$ cat config.mk
export PLATFORM = sky130hd
export DESIGN_NAME = mmio_resume_ctrl
export DESIGN_NICKNAME = d
export VERILOG_FILES = /design/src/rtl/mmio_sync_pkg.sv /design/src/rtl/mmio_pulse_hold.sv /design/src/rtl/mmio_resume_ctrl.sv
export SDC_FILE = /design/constraint.sdc
export NUM_CORES = 1
export LEC_CHECK = 0
export BUFFER_PORTS_ARGS = -buffer_cell sky130_fd_sc_hd__buf_4
export CAP_MARGIN = 20
export CORE_ASPECT_RATIO = 1.25
export CORE_MARGIN = 2
export CORE_UTILIZATION = 33
export CTS_BUF_LIST = sky130_fd_sc_hd__clkbuf_4
export CTS_CLUSTER_SIZE = 10
export DETAILED_ROUTE_END_ITERATION = 12
export SLEW_MARGIN = 20
export SYNTH_ARGS = -nofsm -noshare
export SYNTH_HDL_FRONTEND = slang
export SYNTH_SLANG_ARGS = --single-unit
$ cat constraint.sdc
create_clock -name clk -period 3 [get_ports clk]
set_input_delay 0.75 -clock clk [delete_from_list [all_inputs] [get_ports clk]]
set_output_delay 0.75 -clock clk [all_outputs]
set_load 0.1 [all_outputs]
$ cat src/rtl/mmio_sync_pkg.sv
// Shared state encoding and defaults for the MMIO break/resume responder.
package mmio_sync_pkg;

    localparam int unsigned STATE_W = 3;

    typedef enum logic [STATE_W-1:0] {
        ST_IDLE     = 3'd0,
        ST_ISSUE    = 3'd1,
        ST_WAIT_RSP = 3'd2,
        ST_RESUME   = 3'd3,
        ST_DRAIN    = 3'd4
    } state_e;

    localparam logic [31:0] DEFAULT_ERR_RDATA = 32'hDEADBEEF;

endpackage

$ cat src/rtl/mmio_pulse_hold.sv
// Loadable saturating down-counter; last_c flags the final cycle of a loaded run.
module mmio_pulse_hold #(
    parameter int unsigned COUNT = 4
) (
    input  logic clk,
    input  logic reset,
    input  logic load,
    input  logic en,
    output logic last_c
);

    localparam int unsigned CNT_W = $clog2(COUNT + 1);

    logic [CNT_W-1:0] count;

    always_ff @(posedge clk) begin
        if (reset) begin
            count <= '0;
        end else if (load) begin
            count <= CNT_W'(COUNT);
        end else if (en && (count != '0)) begin
            count <= count - CNT_W'(1);
        end
    end

    assign last_c = (count == CNT_W'(1));

endmodule

$ cat src/rtl/mmio_resume_ctrl.sv
// Responder side of the MMIO break/resume handshake: capture, forward to host, resume core.
// Optional WAIT_RSP watchdog enabled by defining MMIO_TIMEOUT_EN.
module mmio_resume_ctrl
    import mmio_sync_pkg::*;
#(
    parameter int unsigned       ADDR_W         = 32,
    parameter int unsigned       DATA_W         = 32,
    parameter int unsigned       RESUME_CYCLES  = 4,
    parameter int unsigned       TIMEOUT_CYCLES = 1024,
    parameter logic [DATA_W-1:0] ERR_RDATA      = DATA_W'(DEFAULT_ERR_RDATA)
) (
    input  logic               clk,
    input  logic               reset,
    input  logic               irq_mmio,
    input  logic               mmio_valid,
    input  logic [ADDR_W-1:0]  mmio_addr,
    input  logic [DATA_W-1:0]  mmio_wdata,
    input  logic               mmio_wen,
    output logic               host_req_valid,
    input  logic               host_req_ready,
    output logic [ADDR_W-1:0]  host_req_addr,
    output logic [DATA_W-1:0]  host_req_wdata,
    output logic               host_req_wen,
    input  logic               host_rsp_valid,
    input  logic [DATA_W-1:0]  host_rsp_rdata,
    output logic [DATA_W-1:0]  rsp_rdata,
    output logic               turn2run,
    output logic               err,
    output logic [STATE_W-1:0] debug_state
);

    if (RESUME_CYCLES < 3) begin : g_bad_resume
        $error("RESUME_CYCLES must be at least 3");
    end
    if (TIMEOUT_CYCLES == 0) begin : g_bad_timeout
        $error("TIMEOUT_CYCLES must be nonzero");
    end

    state_e state;
    state_e state_next;
    logic   capture;
    logic   accept;
    logic   finish;
    logic   timeout;
    logic   overrun;
    logic   resume_last_c;

    always_ff @(posedge clk) begin
        if (reset) begin
            state <= ST_IDLE;
        end else begin
            state <= state_next;
        end
    end

    always_comb begin
        state_next = state;
        capture    = 1'b0;
        accept     = 1'b0;
        finish     = 1'b0;
        case (state)
            ST_IDLE: begin
                if (irq_mmio && mmio_valid) begin
                    capture    = 1'b1;
                    state_next = ST_ISSUE;
                end
            end
            ST_ISSUE: begin
                if (host_req_ready) begin
                    accept     = 1'b1;
                    state_next = ST_WAIT_RSP;
                end
            end
            ST_WAIT_RSP: begin
                if (host_rsp_valid || timeout) begin
                    finish     = 1'b1;
                    state_next = ST_RESUME;
                end
            end
            ST_RESUME: begin
                if (resume_last_c) begin
                    state_next = ST_DRAIN;
                end
            end
            ST_DRAIN: begin
                // Holding here until the stall drops stops the same stall being captured twice.
                if (!irq_mmio) begin
                    state_next = ST_IDLE;
                end
            end
            default: begin
                state_next = ST_IDLE;
            end
        endcase
    end

    assign overrun = mmio_valid && (state != ST_IDLE);

    mmio_pulse_hold #(
        .COUNT (RESUME_CYCLES)
    ) u_resume_hold (
        .clk    (clk),
        .reset  (reset),
        .load   (finish),
        .en     (state == ST_RESUME),
        .last_c (resume_last_c)
    );

`ifdef MMIO_TIMEOUT_EN
    logic wd_last_c;

    mmio_pulse_hold #(
        .COUNT (TIMEOUT_CYCLES)
    ) u_watchdog (
        .clk    (clk),
        .reset  (reset),
        .load   (accept),
        .en     (state == ST_WAIT_RSP),
        .last_c (wd_last_c)
    );

    // A response arriving on the final watchdog cycle still counts as on time.
    assign timeout = (state == ST_WAIT_RSP) && wd_last_c && !host_rsp_valid;
`else
    assign timeout = 1'b0;
`endif

    // Registered outputs follow the next state so they line up with it.
    always_ff @(posedge clk) begin
        if (reset) begin
            host_req_valid <= 1'b0;
            host_req_addr  <= '0;
            host_req_wdata <= '0;
            host_req_wen   <= 1'b0;
            rsp_rdata      <= '0;
            turn2run       <= 1'b0;
            err            <= 1'b0;
        end else begin
            if (capture) begin
                host_req_addr  <= mmio_addr;
                host_req_wdata <= mmio_wdata;
                host_req_wen   <= mmio_wen;
            end
            host_req_valid <= (state_next == ST_ISSUE);
            turn2run       <= (state_next == ST_RESUME);
            if (finish && !host_req_wen) begin
                rsp_rdata <= host_rsp_valid ? host_rsp_rdata : ERR_RDATA;
            end
            if (overrun || timeout) begin
                err <= 1'b1;
            end
        end
    end

    assign debug_state = state;

endmodule

## Word level (Yosys, flattened, before mapping)

Index checks and enable logic that the tools add are counted.

| operators by class | value |
|---|---|
| $add $sub $neg | 1 |
| equality and inequality tests | 7 |
| mux-type cells | 13 |
| reduce and logical (&&, ||, !) cells | 10 |

Operators by type and width:

| cell | number |
|---|---|
| $mux 32 | 1 |
| $mux 3 | 7 |
| $pmux 3 s5 | 1 |
| $eq 3x1->1 const B | 3 |
| $eq 3x2->1 const B | 3 |
| $reduce_bool 3->1 | 2 |
| $logic_and 1x1->1 | 4 |
| $mux 1 | 4 |
| $eq 3x3->1 const B | 1 |
| $logic_not 3->1 | 1 |
| $sub 3x1->3 const B | 1 |
| $reduce_bool 2->1 | 1 |
| $reduce_or 2->1 | 1 |
| $logic_not 1->1 | 1 |

| word-level totals | value |
|---|---|
| flip-flop bits (word level) | 106 |
| bits of input ports | 103 |
| word-level logic and storage cells | 41 |

## Logic depth before layout (Yosys ltp)

| depth | value |
|---|---|
| depth after elaboration | 4 |
| depth in mapped cells | 6 |
| depth with buffers taken out | 5 |

## Cells and area by module

A second synthesis with hierarchy kept.

| second synthesis, totals | value |
|---|---|
| cell total of the unflattened synthesis | 492 |
| area total of the unflattened synthesis | 4191.5 µm² |

Modules (own cells, without submodules):

| module | times used | cells each | area an instance (µm²) |
|---|---|---|---|
| mmio_resume_ctrl | 1 | 472 | 3992.6 |
| mmio_pulse_hold | 1 | 20 | 198.9 |

## Least setup slack after synthesis

OpenSTA, ideal clock, no wires.

| path | value |
|---|---|
| path kind | register to register |
| start point | register state[0], in the netlist debug_state[0] |
| end point | register rsp_rdata[22] |
| library setup time | 71 ps |
| arrival time | 1983 ps |
| setup slack | 946 ps |
| cell stages (with the launch flop) | 6 |
| buffers on the path | 2 |
| period minus slack after synthesis | 2054 ps |
| cell sequence | dfxtp_1 -> buf_2 -> nand4bb_1 -> clkbuf_1 -> o21ai_0 -> a21oi_1 |

| between the ends | value |
|---|---|
| word-level cells in the longest chain between the ends | 3 |

Ends and longest elaborated chain:

| what | RTL line | source |
|---|---|---|
| start, declared | mmio_resume_ctrl.sv:39 | `state_e state;` |
| start signal, assigned | mmio_resume_ctrl.sv:52 | `state <= state_next;` |
| $eq 3x2->1 | mmio_resume_ctrl.sv:61 | `case (state)` |
| $mux 1 | mmio_resume_ctrl.sv:61 |  |
| $logic_and 1x1->1 | mmio_resume_ctrl.sv:146 | `if (finish && !host_req_wen) begin` |
| end signal, assigned | mmio_resume_ctrl.sv:147 | `rsp_rdata <= host_rsp_valid ? host_rsp_rdata : ERR_RDATA;` |
| end, declared | mmio_resume_ctrl.sv:26 | `output logic [DATA_W-1:0] rsp_rdata,` |

Every way passes these cells.
A chain may end at the register's enable or synchronous reset.

## Worst setup path in the final report

| path | value |
|---|---|
| start point | register host_req_wen |
| end point | output host_req_wen |

RTL lines:

| what | RTL line | source |
|---|---|---|
| start, declared | mmio_resume_ctrl.sv:23 | `output logic host_req_wen,` |
| start signal, assigned | mmio_resume_ctrl.sv:142 | `host_req_wen <= mmio_wen;` |

No word-level cell between the ends.

==> summary.txt <==
status: complete, no violations
Overall Global Routing Usage: 0.188
ANT nets after route: 0
largest net degree at the start of global routing: 67
Bufs on Longest Clock Path: 2
GR Util met3: 0.0458
Post-CTS Hold Fix Bufs: 0
Final Max Tran Viols: 0
#FFs+latches synth: 106
DR WL/cell: 15.5 um
initial antenna violation count: 0
Syn. warnings: 0
count leader, synth: dfxtp_1
Setup Buffers After CTS: 0
Fillers: 1,237
CP required: 2.25 ns
FF+latch area: 2120 um^2
# diodes: 0
drt initial violations: 177
top post-synthesis cells by count: dfxtp_1 (106), a21oi_1 (103), nand3_1 (98)
CP Capture Type: output pin
Starting Density: 0.340
Yosys cell types: 28
Slew HR: 0.382
Max-cap violations: 0
Fin Setup TNS: 0 ns
clk sink count: 106
Leakage: 2.40 nW
Rows: 45
DR vias/cell: 5.23
vias in the first global route: 4,164
Final Wtd Congestion: 0.776
top fanout value on the critical path: 16
I/O pins: 206
Worst Path Buf+Inv: 1
largest area contributor in the netlist: dfxtp_1
die width: 104 um
total gr overflow: 0
Top delay family on crit path: flip-flops
arrival time at the worst endpoint: 1.50 ns
Remaining DRCs: 0
DR pass1 iterations: 4
post-synth net total: 602
H-tree Lvls: 3
Max Fclk: 445 MHz
area taken by multi-input logic gates: 1760 um^2
Die Footprint: 13,500 um^2
minimum clock period: 2.25 ns
M2 GR Usage: 0.322
Port-buffer cells: 205
maximum VDD drop: 0.192 mV
main area contributors after synthesis: dfxtp_1 (51%), a21oi_1 (12%), nand3_1 (12%)
Worst setup SP type: flip-flop
Final setup viols: 0
final hold violations: 0
gr busiest metal: met2
post-DP HPWL: 9.00 mm
final wirelength: 13.0 mm
fin util: 0.485
Die Span Y: 129 um
total core area: 12,200 um^2
cells along the critical path: buf_4
R2R setup slack: 1.13 ns
CTS Root Buffer Type: clkbuf_4
Num CTS Buffers: 9
nets@finish: 773
max incr delay on CP: 0.66 ns
PwrDens: 545 nW/um^2
Synth-to-Final Area Change: 42.5%
Slowest cell on crit path: dfxtp_1
top-area cell type share of the netlist area: 0.510
first-pass GRT wire length: 20.8 mm
clock tree from TritonCTS: done
synthesized cell area: 4160 um^2
asr flop ratio synth: 0
fraction of layout instances using a drive strength above 1: 0.351
worst-margin pin slew: 0.925 ns
RSZ-0062 raised after global routing: false
post-synthesis cell count: 496
Post-Route Skew: 0.00986 ns
clock slew at reported path FFs: 0.15 ns
Setup CP Type: flip-flop to output pin
worst-skew pair later-pin latency: 0.45 ns
Vias: 4,374
Mapped Avg Cell Area: 8.38 um^2
Worst Hold Class: flip-flop to flip-flop
top_reg_cell synth: dfxtp_1
post-CTS sizing: 0
GRT met1 Usage: 0.229
number of synthesized flops with an enable pin: 0
Seq/Total Area, Yosys: 0.510
Period Utilization, post-route: 0.749
==> placed cells by master, fill, tap and decap left out, types with 3 or more instances in the layout <==
cell type  Yosys  routed
a21oi_1      103     103
buf_4          5     213
dfxtp_1      106     106
inv_1          4       4
ha_1           3       3
nor2_1         3       3
nand2b_1       3       3
o21ai_0       62      62
bufinv_16      0       3
nor2b_1        3       3
nand3_1       98      98
clkbuf_4       0      11
o21ai_1       39      39
==> logic make-up (layout without fill, tap and decap cells) <==
family,after synthesis,in the layout,synth area share
and+or+nand+nor,118,118,0.151
DFF,106,106,0.510
AOI/OAI and AO/OA,210,210,0.257
adders and majority gates,3,3,0.00903
buffers and inverters,59,235,0.0725
==> state kept, by name, indices dropped and copies added, names as in the netlist <==
| register | count |
|---|---|
| err | 1 |
| host_req_addr | 32 |
| host_req_wen | 1 |
| u_resume_hold.count | 3 |
| rsp_rdata | 32 |
| turn2run | 1 |
| host_req_wdata | 32 |
| host_req_valid | 1 |
| debug_state | 3 |
==> routing by layer <==
| layer | share of wire | wire length (um) |
|---|---|---|
| met5 | 0 | 0 |
| met4 | 0.017 | 225 |
| met3 | 0.083 | 1070 |
| met2 | 0.49 | 6310 |
| met1 | 0.41 | 5350 |
==> where the power goes <==
| part | leakage (nW) | switching, mW | internal (mW) |
|---|---|---|---|
| logic | 1.45 | 0.611 | 0.218 |
| clock network | 0.0971 | 0.459 | 0.440 |
| registers | 0.862 | 0.0371 | 1.46 |
| total | 2.40 | 1.11 | 2.12 |
==> stage by stage <==
stage / instance area (um^2) / setup WS, ns / total power [mW] / instances / hold WS (ns)
finish: 5930 / 0.754 / 3.23 / 836 / 0.484
global route: 5930 / 0.632 / 3.36 / 836 / 0.503
CTS: 5930 / 0.719 / 3.27 / 836 / 0.488
detailed placement: 5740 / 0.963 / 2.37 / 820 / 0.468
global placement: 5740 / 1.01 / 2.36 / 820 / 0.462
floorplan: 4160 / 0.946 / 2.13 / 496 / 0.452
==> layout make-up <==
cell class	count	share of cell area
Sequential cell	106	0.358
Clock buffer	11	0.0139
Inverter	4	0.00253
Multi-Input combinational cell	331	0.297
Clock inverter	5	0.0173
Timing Repair Buffer	215	0.277
Tap cell	164	0.0346
==> final timing paths <==
| kind | from | to | cells past startpoint |
|---|---|---|---|
| max | host_req_wen$_SDFFE_PP0P_ | host_req_wen | 1 |
| min | host_req_addr[3]$_SDFFE_PP0P_ | host_req_addr[3]$_SDFFE_PP0P_ | 2 |
| max reg2reg | host_req_wen$_SDFFE_PP0P_ | rsp_rdata[12]$_SDFFE_PP0P_ | 4 |
| min reg2reg | host_req_addr[3]$_SDFFE_PP0P_ | host_req_addr[3]$_SDFFE_PP0P_ | 2 |
(Power assumes the default switching activity.)
